File: src/rtl/axi4_wr_burst_master_if.sv
// ============================================================================
// axi4_wr_burst_master_if : command, write-data stream and AXI4 write channels
// Rev 1.0
// ============================================================================
`default_nettype none

interface axi4_wr_burst_master_if #(
  parameter int ASIZE = 32,
  parameter int DSIZE = 64,
  parameter int LSIZE = 8,
  parameter int TSIZE = 16
);
  logic             cmd_valid;
  logic             cmd_ready;
  logic [ASIZE-1:0] cmd_addr;
  logic [TSIZE-1:0] cmd_beats;

  logic             in_valid;
  logic             in_ready;
  logic [DSIZE-1:0] in_data;

  logic             axi_awvalid;
  logic             axi_awready;
  logic [ASIZE-1:0] axi_awaddr;
  logic [LSIZE-1:0] axi_awlen;

  logic             axi_wvalid;
  logic             axi_wready;
  logic [DSIZE-1:0] axi_wdata;
  logic             axi_wlast;

  logic             axi_bvalid;
  logic             axi_bready;
  logic [1:0]       axi_bresp;

  logic             done;
  logic             err;

  modport master (
    input  cmd_valid, cmd_addr, cmd_beats,
    output cmd_ready,
    input  in_valid, in_data,
    output in_ready,
    output axi_awvalid, axi_awaddr, axi_awlen,
    input  axi_awready,
    output axi_wvalid, axi_wdata, axi_wlast,
    input  axi_wready,
    input  axi_bvalid, axi_bresp,
    output axi_bready,
    output done, err
  );

  modport slave (
    output cmd_valid, cmd_addr, cmd_beats,
    input  cmd_ready,
    output in_valid, in_data,
    input  in_ready,
    input  axi_awvalid, axi_awaddr, axi_awlen,
    output axi_awready,
    input  axi_wvalid, axi_wdata, axi_wlast,
    output axi_wready,
    output axi_bvalid, axi_bresp,
    input  axi_bready,
    input  done, err
  );
endinterface

`default_nettype wire

File: src/rtl/axi4_wr_burst_master.sv
// ============================================================================
// axi4_wr_burst_master : splits a beat-count transfer into AXI4 write bursts,
// one burst outstanding. AXI4_WR_BURST_4K_SPLIT_EN enables 4 KB splitting.
// Rev 1.0
// ============================================================================
`default_nettype none

module axi4_wr_burst_master #(
  parameter int ASIZE     = 32,
  parameter int DSIZE     = 64,
  parameter int LSIZE     = 8,
  parameter int BURST_LEN = 16,
  parameter int TSIZE     = 16
) (
  input  logic                          clk_i,
  input  logic                          rst_i,
  axi4_wr_burst_master_if.master        bus_if
);

  localparam int BSHIFT = $clog2(DSIZE / 8);
  localparam int LW     = LSIZE + 1;
  localparam int T1     = (TSIZE > LW) ? TSIZE : LW;
  localparam int CW     = ((T1 > 13) ? T1 : 13) + 1;

  typedef enum logic [1:0] {
    S_IDLE = 2'd0,
    S_AW   = 2'd1,
    S_W    = 2'd2,
    S_B    = 2'd3
  } state_e;

  state_e           state_q;
  logic [ASIZE-1:0] addr_q;
  logic [TSIZE-1:0] rem_q;
  logic [LW-1:0]    beat_q;
  logic             done_q;
  logic             err_q;

  logic [CW-1:0]    rem_ext;
  logic [CW-1:0]    lim;
  logic [CW-1:0]    len_ext;
  logic [LW-1:0]    burst_len;
  logic [LW-1:0]    last_beat;
  logic [ASIZE-1:0] addr_step;
  logic             run;
  logic             beat_fire;
  logic             is_last;

  // Burst length derives only from addr_q/rem_q, which hold still from AW to B.
  always_comb begin
    rem_ext = CW'(rem_q);
    lim     = CW'(BURST_LEN);
`ifdef AXI4_WR_BURST_4K_SPLIT_EN
    if (((CW'(4096) - CW'(addr_q[11:0])) >> BSHIFT) < lim) begin
      lim = (CW'(4096) - CW'(addr_q[11:0])) >> BSHIFT;
    end
`endif
    len_ext = (rem_ext < lim) ? rem_ext : lim;
  end

  assign burst_len = len_ext[LW-1:0];
  assign last_beat = burst_len - LW'(1);
  assign addr_step = ASIZE'(burst_len) << BSHIFT;
  assign run       = ~rst_i;
  assign beat_fire = bus_if.in_valid & bus_if.axi_wready;
  assign is_last   = (beat_q == last_beat);

  // Reset gates every handshake output so nothing is presented in the rst cycle.
  assign bus_if.cmd_ready   = run & (state_q == S_IDLE);
  assign bus_if.in_ready    = run & (state_q == S_W) & bus_if.axi_wready;
  assign bus_if.axi_awvalid = run & (state_q == S_AW);
  assign bus_if.axi_awaddr  = addr_q;
  assign bus_if.axi_awlen   = last_beat[LSIZE-1:0];
  assign bus_if.axi_wvalid  = run & (state_q == S_W) & bus_if.in_valid;
  assign bus_if.axi_wdata   = bus_if.in_data;
  assign bus_if.axi_wlast   = run & (state_q == S_W) & is_last;
  assign bus_if.axi_bready  = run & (state_q == S_B);
  assign bus_if.done        = run & done_q;
  assign bus_if.err         = run & err_q;

  always_ff @(posedge clk_i) begin
    if (rst_i) begin
      state_q <= S_IDLE;
      addr_q  <= '0;
      rem_q   <= '0;
      beat_q  <= '0;
      done_q  <= 1'b0;
      err_q   <= 1'b0;
    end else begin
      done_q <= 1'b0;
      case (state_q)
        S_IDLE: begin
          if (bus_if.cmd_valid) begin
            addr_q <= bus_if.cmd_addr;
            rem_q  <= bus_if.cmd_beats;
            beat_q <= '0;
            err_q  <= 1'b0;
            if (bus_if.cmd_beats == '0) begin
              done_q <= 1'b1;
            end else begin
              state_q <= S_AW;
            end
          end
        end
        S_AW: begin
          if (bus_if.axi_awready) begin
            beat_q  <= '0;
            state_q <= S_W;
          end
        end
        S_W: begin
          if (beat_fire) begin
            if (is_last) begin
              beat_q  <= '0;
              state_q <= S_B;
            end else begin
              beat_q <= beat_q + LW'(1);
            end
          end
        end
        S_B: begin
          if (bus_if.axi_bvalid) begin
            if (bus_if.axi_bresp != 2'b00) begin
              err_q <= 1'b1;
            end
            rem_q  <= rem_q - TSIZE'(burst_len);
            addr_q <= addr_q + addr_step;
            if (rem_q == TSIZE'(burst_len)) begin
              done_q  <= 1'b1;
              state_q <= S_IDLE;
            end else begin
              state_q <= S_AW;
            end
          end
        end
        default: state_q <= S_IDLE;
      endcase
    end
  end

endmodule

`default_nettype wire

File: src/flat_wrapper.sv
// flat-port wrapper written by rule: the top's interface ports become plain ports
module axi4_wr_burst_master_flat 
#(
  parameter int ASIZE     = 32,
  parameter int DSIZE     = 64,
  parameter int LSIZE     = 8,
  parameter int BURST_LEN = 16,
  parameter int TSIZE     = 16
)
  (clk_i, rst_i, bus_if_cmd_valid, bus_if_cmd_addr, bus_if_cmd_beats, bus_if_cmd_ready, bus_if_in_valid, bus_if_in_data, bus_if_in_ready, bus_if_axi_awvalid, bus_if_axi_awaddr, bus_if_axi_awlen, bus_if_axi_awready, bus_if_axi_wvalid, bus_if_axi_wdata, bus_if_axi_wlast, bus_if_axi_wready, bus_if_axi_bvalid, bus_if_axi_bresp, bus_if_axi_bready, bus_if_done, bus_if_err);
  axi4_wr_burst_master_if #(.ASIZE(ASIZE), .DSIZE(DSIZE), .LSIZE(LSIZE), .TSIZE(TSIZE)) bus_if_i ();
  input  logic clk_i;
  input  logic rst_i;
  input wire logic [$bits(bus_if_i.cmd_valid)-1:0] bus_if_cmd_valid;
  input wire logic [$bits(bus_if_i.cmd_addr)-1:0] bus_if_cmd_addr;
  input wire logic [$bits(bus_if_i.cmd_beats)-1:0] bus_if_cmd_beats;
  output wire logic [$bits(bus_if_i.cmd_ready)-1:0] bus_if_cmd_ready;
  input wire logic [$bits(bus_if_i.in_valid)-1:0] bus_if_in_valid;
  input wire logic [$bits(bus_if_i.in_data)-1:0] bus_if_in_data;
  output wire logic [$bits(bus_if_i.in_ready)-1:0] bus_if_in_ready;
  output wire logic [$bits(bus_if_i.axi_awvalid)-1:0] bus_if_axi_awvalid;
  output wire logic [$bits(bus_if_i.axi_awaddr)-1:0] bus_if_axi_awaddr;
  output wire logic [$bits(bus_if_i.axi_awlen)-1:0] bus_if_axi_awlen;
  input wire logic [$bits(bus_if_i.axi_awready)-1:0] bus_if_axi_awready;
  output wire logic [$bits(bus_if_i.axi_wvalid)-1:0] bus_if_axi_wvalid;
  output wire logic [$bits(bus_if_i.axi_wdata)-1:0] bus_if_axi_wdata;
  output wire logic [$bits(bus_if_i.axi_wlast)-1:0] bus_if_axi_wlast;
  input wire logic [$bits(bus_if_i.axi_wready)-1:0] bus_if_axi_wready;
  input wire logic [$bits(bus_if_i.axi_bvalid)-1:0] bus_if_axi_bvalid;
  input wire logic [$bits(bus_if_i.axi_bresp)-1:0] bus_if_axi_bresp;
  output wire logic [$bits(bus_if_i.axi_bready)-1:0] bus_if_axi_bready;
  output wire logic [$bits(bus_if_i.done)-1:0] bus_if_done;
  output wire logic [$bits(bus_if_i.err)-1:0] bus_if_err;
  assign bus_if_i.cmd_valid = bus_if_cmd_valid;
  assign bus_if_i.cmd_addr = bus_if_cmd_addr;
  assign bus_if_i.cmd_beats = bus_if_cmd_beats;
  assign bus_if_cmd_ready = bus_if_i.cmd_ready;
  assign bus_if_i.in_valid = bus_if_in_valid;
  assign bus_if_i.in_data = bus_if_in_data;
  assign bus_if_in_ready = bus_if_i.in_ready;
  assign bus_if_axi_awvalid = bus_if_i.axi_awvalid;
  assign bus_if_axi_awaddr = bus_if_i.axi_awaddr;
  assign bus_if_axi_awlen = bus_if_i.axi_awlen;
  assign bus_if_i.axi_awready = bus_if_axi_awready;
  assign bus_if_axi_wvalid = bus_if_i.axi_wvalid;
  assign bus_if_axi_wdata = bus_if_i.axi_wdata;
  assign bus_if_axi_wlast = bus_if_i.axi_wlast;
  assign bus_if_i.axi_wready = bus_if_axi_wready;
  assign bus_if_i.axi_bvalid = bus_if_axi_bvalid;
  assign bus_if_i.axi_bresp = bus_if_axi_bresp;
  assign bus_if_axi_bready = bus_if_i.axi_bready;
  assign bus_if_done = bus_if_i.done;
  assign bus_if_err = bus_if_i.err;
  axi4_wr_burst_master #(.ASIZE(ASIZE), .DSIZE(DSIZE), .LSIZE(LSIZE), .BURST_LEN(BURST_LEN), .TSIZE(TSIZE)) u_core (.clk_i(clk_i), .rst_i(rst_i), .bus_if(bus_if_i));
endmodule
File: config.mk
export PLATFORM = sky130hd
export DESIGN_NAME = axi4_wr_burst_master_flat
export DESIGN_NICKNAME = d
export VERILOG_FILES = /design/src/rtl/axi4_wr_burst_master_if.sv /design/src/rtl/axi4_wr_burst_master.sv /design/src/flat_wrapper.sv
export SDC_FILE = /design/constraint.sdc
export NUM_CORES = 1
export LEC_CHECK = 0
export CAP_MARGIN = 20
export CORE_MARGIN = 3
export CORE_UTILIZATION = 42
export CTS_CLUSTER_DIAMETER = 60
export DETAILED_ROUTE_END_ITERATION = 10
export PLACE_DENSITY = 0.83
export SYNTH_ARGS = -nofsm -noshare
export SYNTH_HDL_FRONTEND = slang
export SYNTH_SLANG_ARGS = --single-unit
File: constraint.sdc
create_clock -name clk_i -period 3.7 [get_ports clk_i]
set_clock_uncertainty 0.1 [all_clocks]
set_input_delay 0.37 -clock clk_i [delete_from_list [all_inputs] [get_ports clk_i]]
set_output_delay 0.37 -clock clk_i [all_outputs]
set_load 0.01 [all_outputs]
Yosys cells after proc, flatten, opt, wreduce, memory -nomap -nowiden
Cells that the tools add are included.
- logic and storage cells: 72
- flip-flop bits (word level): 61
- output and inout port bits: 112
- input port bits: 121
- add/subtract/negate cells: 4
- bitwise operators: 11
- mux-type cells: 29
- reduce and logical (&&, ||, !) cells: 9
- equal/unequal tests: 12
- $lt $le $gt $ge: 1
- operator list (operator ; count):
    $mux 32 ; 2
    $pmux 32 s2 ; 1
    $mux 9 ; 5
    $add 32x12->32 ; 1
    $mux 16 ; 2
    $pmux 16 s2 ; 1
    $pmux 9 s3 ; 1
    $eq 16x9->1 ; 1
    $logic_not 16->1 ; 1
    $lt 16x5->1 const B ; 1
    $sub 16x9->16 ; 1
    $mux 2 ; 6
    $and 1x1->1 ; 10
    $ne 2x2->1 const B ; 5
    $add 9x1->9 const B ; 1
    $eq 9x9->1 ; 1
    $sub 9x1->9 const B ; 1
    $mux 1 ; 8
    $pmux 2 s4 ; 1
    $reduce_and 4->1 ; 2
    $reduce_and 6->1 ; 1
    $eq 2x2->1 const B ; 2
    $ne 2x1->1 const B ; 2
    $pmux 1 s2 ; 2
    other kinds (6) ; 7

Logic depth before layout (Yosys ltp)
- depth after elaboration: 7
- depth in mapped cells: 15

Worst setup path before layout
Ideal clock, no wire load.
- path kind: register to output
- from: register u_core.rem_q[4]
- to: output bus_if_axi_wlast
- cell stages (with the launch flop): 14
- data arrival time: 2955 ps
- path slack: 275 ps
- path buffers: 2
- cell sequence: dfxtp_1 buf_6 nor4_4 and3_4 buf_6 and2_2 inv_1 ha_1 nor3b_1 o2111ai_1 a32oi_2 a311oi_2 nand4b_2 nor3b_1
- cells in the longest elaborated chain, start to end: 5
- RTL lines (what ; RTL line ; text):
    from (decl) ; axi4_wr_burst_master.sv:34 ; logic [TSIZE-1:0] rem_q;
    from (signal assigned) ; axi4_wr_burst_master.sv:95 ; rem_q <= bus_if.cmd_beats;
    from (signal assigned) ; axi4_wr_burst_master.sv:126 ; rem_q <= rem_q - TSIZE'(burst_len);
    $lt 16x5->1 ; axi4_wr_burst_master.sv:58 ; len_ext = (rem_ext < lim) ? rem_ext : lim;
    $mux 9 ; axi4_wr_burst_master.sv:58 ;
    $sub 9x1->9 ; axi4_wr_burst_master.sv:62 ; assign last_beat = burst_len - LW'(1);
    net bus_if_axi_awlen[0] ; flat_wrapper.sv:23 ; output wire logic [$bits(bus_if_i.axi_awlen)-1:0] bus_if_axi_awlen;
    $eq 9x9->1 ; axi4_wr_burst_master.sv:66 ; assign is_last = (beat_q == last_beat);
    $and 1x1->1 ; axi4_wr_burst_master.sv:76 ; assign bus_if.axi_wlast = run & (state_q == S_W) & is_last;
    to (decl) ; flat_wrapper.sv:27 ; output wire logic [$bits(bus_if_i.axi_wlast)-1:0] bus_if_axi_wlast;
The timed path passes the listed nets, and every way through them passes these cells.

Worst setup path after layout
- from: register u_core.rem_q[11]
- to: output bus_if_axi_wlast
- cells in the longest elaborated chain, start to end: 5
- RTL lines (what ; RTL line):
    $lt 16x5->1 ; axi4_wr_burst_master.sv:58
    $mux 9 ; axi4_wr_burst_master.sv:58
    $sub 9x1->9 ; axi4_wr_burst_master.sv:62
    $eq 9x9->1 ; axi4_wr_burst_master.sv:66
    $and 1x1->1 ; axi4_wr_burst_master.sv:76
No other way between the ends.

==> impl_metrics.yaml <==
power_and_ir_drop:
  irDropWorstVdd_mv: 0.339
  powerDensity_nw_per_um2: 831
  p_leak_nw: 2.24
  power.total_mw: 4.92
routing:
  drcViolationCount: 0
  vias_per_cell: 6.00
  final_antenna_net_count: 0
  wl_per_cell_microns: 17.9
  drt_iter0_drc: 323
  vias: 4891
  wl_microns: 14600
  first_pass_iters: 8
logic_synthesis:
  synth-simple-area-share: 0.264
  synth_top_cell_area_share: 0.255
  synth-compound-area-share: 0.214
  yosys_register_bits: 61
  synth_fa_ha_area_frac: 0.0513
  synth_top_family_by_area: "simple AND/OR/NAND/NOR gates"
  synthArstFlopShare: 0
  synth.area.top_cells: "dfxtp_1, buf_4, ha_1"
  yosysSeqAreaShare: 0.255
  syn_area_sq_um: 4780
  dominantRegCellSynth: "dfxtp_1"
  synth-edff-count: 0
  yosys_warnings: 0
  synth_top_area_cell: "dfxtp_1"
  avgSynthCellArea_sq_um: 7.70
  synth_cell_types: 75
  netlist_instances: 621
  synth-xor-area-share: 0.0348
  synthMuxAreaShare: 0.0338
worst_setup_path:
  cp_data_arrival_time_ns: 3.07
  endpoint: "bus_if_axi_wlast"
  rrSetupSlack_ns: 0.30
  endpoint_kind: "output port"
  timing.rr.start: "u_core.rem_q[11]"
  critPathSlowestCell: "dfxtp_1"
  startpoint: "u_core.rem_q[11]"
  rr_worst_depth: 11
  critical_path.startpoint_type: "flop"
  cp.depth: 12
  rr_endpoint: "u_core.bus_if.axi_awaddr[16]"
  max_stage_delay_ns: 0.33
  path_cells: "nor4_4 > and3_4 > and2_2 > inv_1 > ha_1 > nor3b_1 > o2111ai_2 > a32oi_2 > a311oi_2 > nand4b_2 > nor3b_2 > clkbuf_2"
  crit_required_ns: 3.23
  cpLargestDelayFamily: "simple AND/OR/NAND/NOR gates"
  crit_buf_inv: 2
  path_class: "flop to output port"
  path_max_fanout: 3
finish:
  n_antenna_cell: 0
  fin_nets: 810
  fill_cells: 969
  area_delta_synth_final_pct: 23.8
  final_common_cell: "clkdlybuf4s50_1"
  drive_gt1_frac: 0.108
  layout_common_cells: "clkdlybuf4s50_1, nand2_1, dfxtp_1"
  final_util: 0.539
  final_area_sq_um: 5920
placement:
  dp_slack_ns: 0.103
  portBuffers: 104
  dpl_cell_area_sq_um: 5600
  dp_hpwl_microns: 10500
  gp_congestion: 0.954
global_routing:
  grt_pass1_vias: 4916
  grt_max_degree: 51
  grt_antenna_before_repair: 0
  grt-ovfl-total: 0
  grt_pass1_wl_microns: 23900
  track_usage: 0.227
timing:
  setup_viol: 0
  finalWorstSetupSlack_ns: 0.165
  hold_viol_final: 0
  worstMarginPinSlew_ns: 0.853
  min_period_ns: 3.54
  maxSlewHeadroom: 0.430
  max_freq_mhz: 283
  drv_slew: 0
  period_share: 0.955
  whs_ns: 0.328
floorplanning:
  dieArea_sq_um: 12700
  start_util: 0.435
  ios: 233
  row_count: 38
  core_area_sq_um: 11000
  die_y_microns: 113
  fp.dieW_microns: 113
cts:
  clk_pin_slew_ns: 0.05
  clockBufferDepth: 2
  root_buffer: "clkbuf_16"
  cts_buffers: 9
  cts_tree: "done"
  clkSinkCount: 61
  clock_latency_ns: 0.33
  cts_max_level: 3
flow_run:
  cap_violations: 0
outcome:
  status: "finished clean"
hold_path:
  hold_path_class: "input port to flop"
[final cells by class]
type / instances / area [sq um] / share of cell area
Clock buffer: 12 / 236 / 0.0399
Clock inverter: 4 / 72.6 / 0.0123
Inverter: 20 / 75.1 / 0.0127
Multi-Input combinational cell: 447 / 2900 / 0.490
Sequential cell: 61 / 1220 / 0.207
Tap cell: 140 / 175 / 0.0296
Timing Repair Buffer: 131 / 1230 / 0.208
[state kept, by name, summed over array words and instances, names as in the netlist]
name,cells
u_core.rem_q,16
u_core.state_q,2
u_core.err_q,1
u_core.beat_q,9
u_core.bus_if.axi_awaddr,32
u_core.done_q,1
[timing repair]
| item | in CTS | in global routing |
|---|---|---|
| hold buffers | 0 | 0 |
| setup buffers | 0 | 0 |
| endpoints found under the setup margin | 1 | 1 |
| resized for setup | 2 | 7 |
| pin swaps | 2 | 3 |
[per-stage QoR]
stage          std cells  setup TNS (ns)
2_1_floorplan        624               0
3_3_place_gp         799               0
3_5_place_dp         799               0
4_1_cts              815               0
5_1_grt              815         -0.0191
6_report             815               0
[logic make-up after synthesis]
logic type                 Yosys count
AOI/OAI and AO/OA                  150
other                                2
adders and majority gates           19
DFF                                 61
xor gates and xnor gates            19
muxes                               16
buffers and inverters              116
and+or+nand+nor                    238
[routing by layer]
layer / vias up / routed length, microns / track usage
met5: - / 0 / 0
met4: 0 / 486 / 0.108
met3: 53 / 1040 / 0.0551
met2: 261 / 6990 / 0.372
met1: 2302 / 6060 / 0.280
li1: 2275 / - / -
[worst min path at each step]
stage	startpoint	to	slack [ns]	cells after the start
2_1_floorplan	u_core.err_q	u_core.err_q	0.36	2
3_3_place_gp	u_core.bus_if.axi_awaddr[0]	u_core.bus_if.axi_awaddr[0]	0.34	2
3_5_place_dp	u_core.bus_if.axi_awaddr[1]	u_core.bus_if.axi_awaddr[1]	0.35	2
4_1_cts	rst_i	u_core.bus_if.axi_awaddr[0]	0.32	2
5_1_grt	rst_i	u_core.state_q[0]	0.36	2
6_report	rst_i	u_core.bus_if.axi_awaddr[0]	0.33	2
[cell usage after synthesis (7+ instances only)]
| cell | instances |
|---|---|
| inv_1 | 19 |
| dfxtp_1 | 61 |
| buf_4 | 64 |
| clkbuf_1 | 23 |
| nand3_1 | 12 |
| nor2_1 | 56 |
| ha_1 | 18 |
| nand4_1 | 13 |
| xor2_1 | 7 |
| and3_1 | 12 |
| nor2b_1 | 8 |
| xnor2_1 | 12 |
| a21oi_1 | 38 |
| mux2i_1 | 15 |
| a221oi_1 | 12 |
| nand2_1 | 59 |
| nor3_1 | 22 |
| a211oi_1 | 8 |
| o21ai_0 | 32 |
| nor4_1 | 14 |
[report_power, final]
group | internal [mW] | leakage, nW | switching, mW
registers | 0.884 | 0.502 | 0.294
clock network | 0.589 | 0.147 | 0.305
logic | 1.28 | 1.59 | 1.57
(Power assumes the default switching activity.)
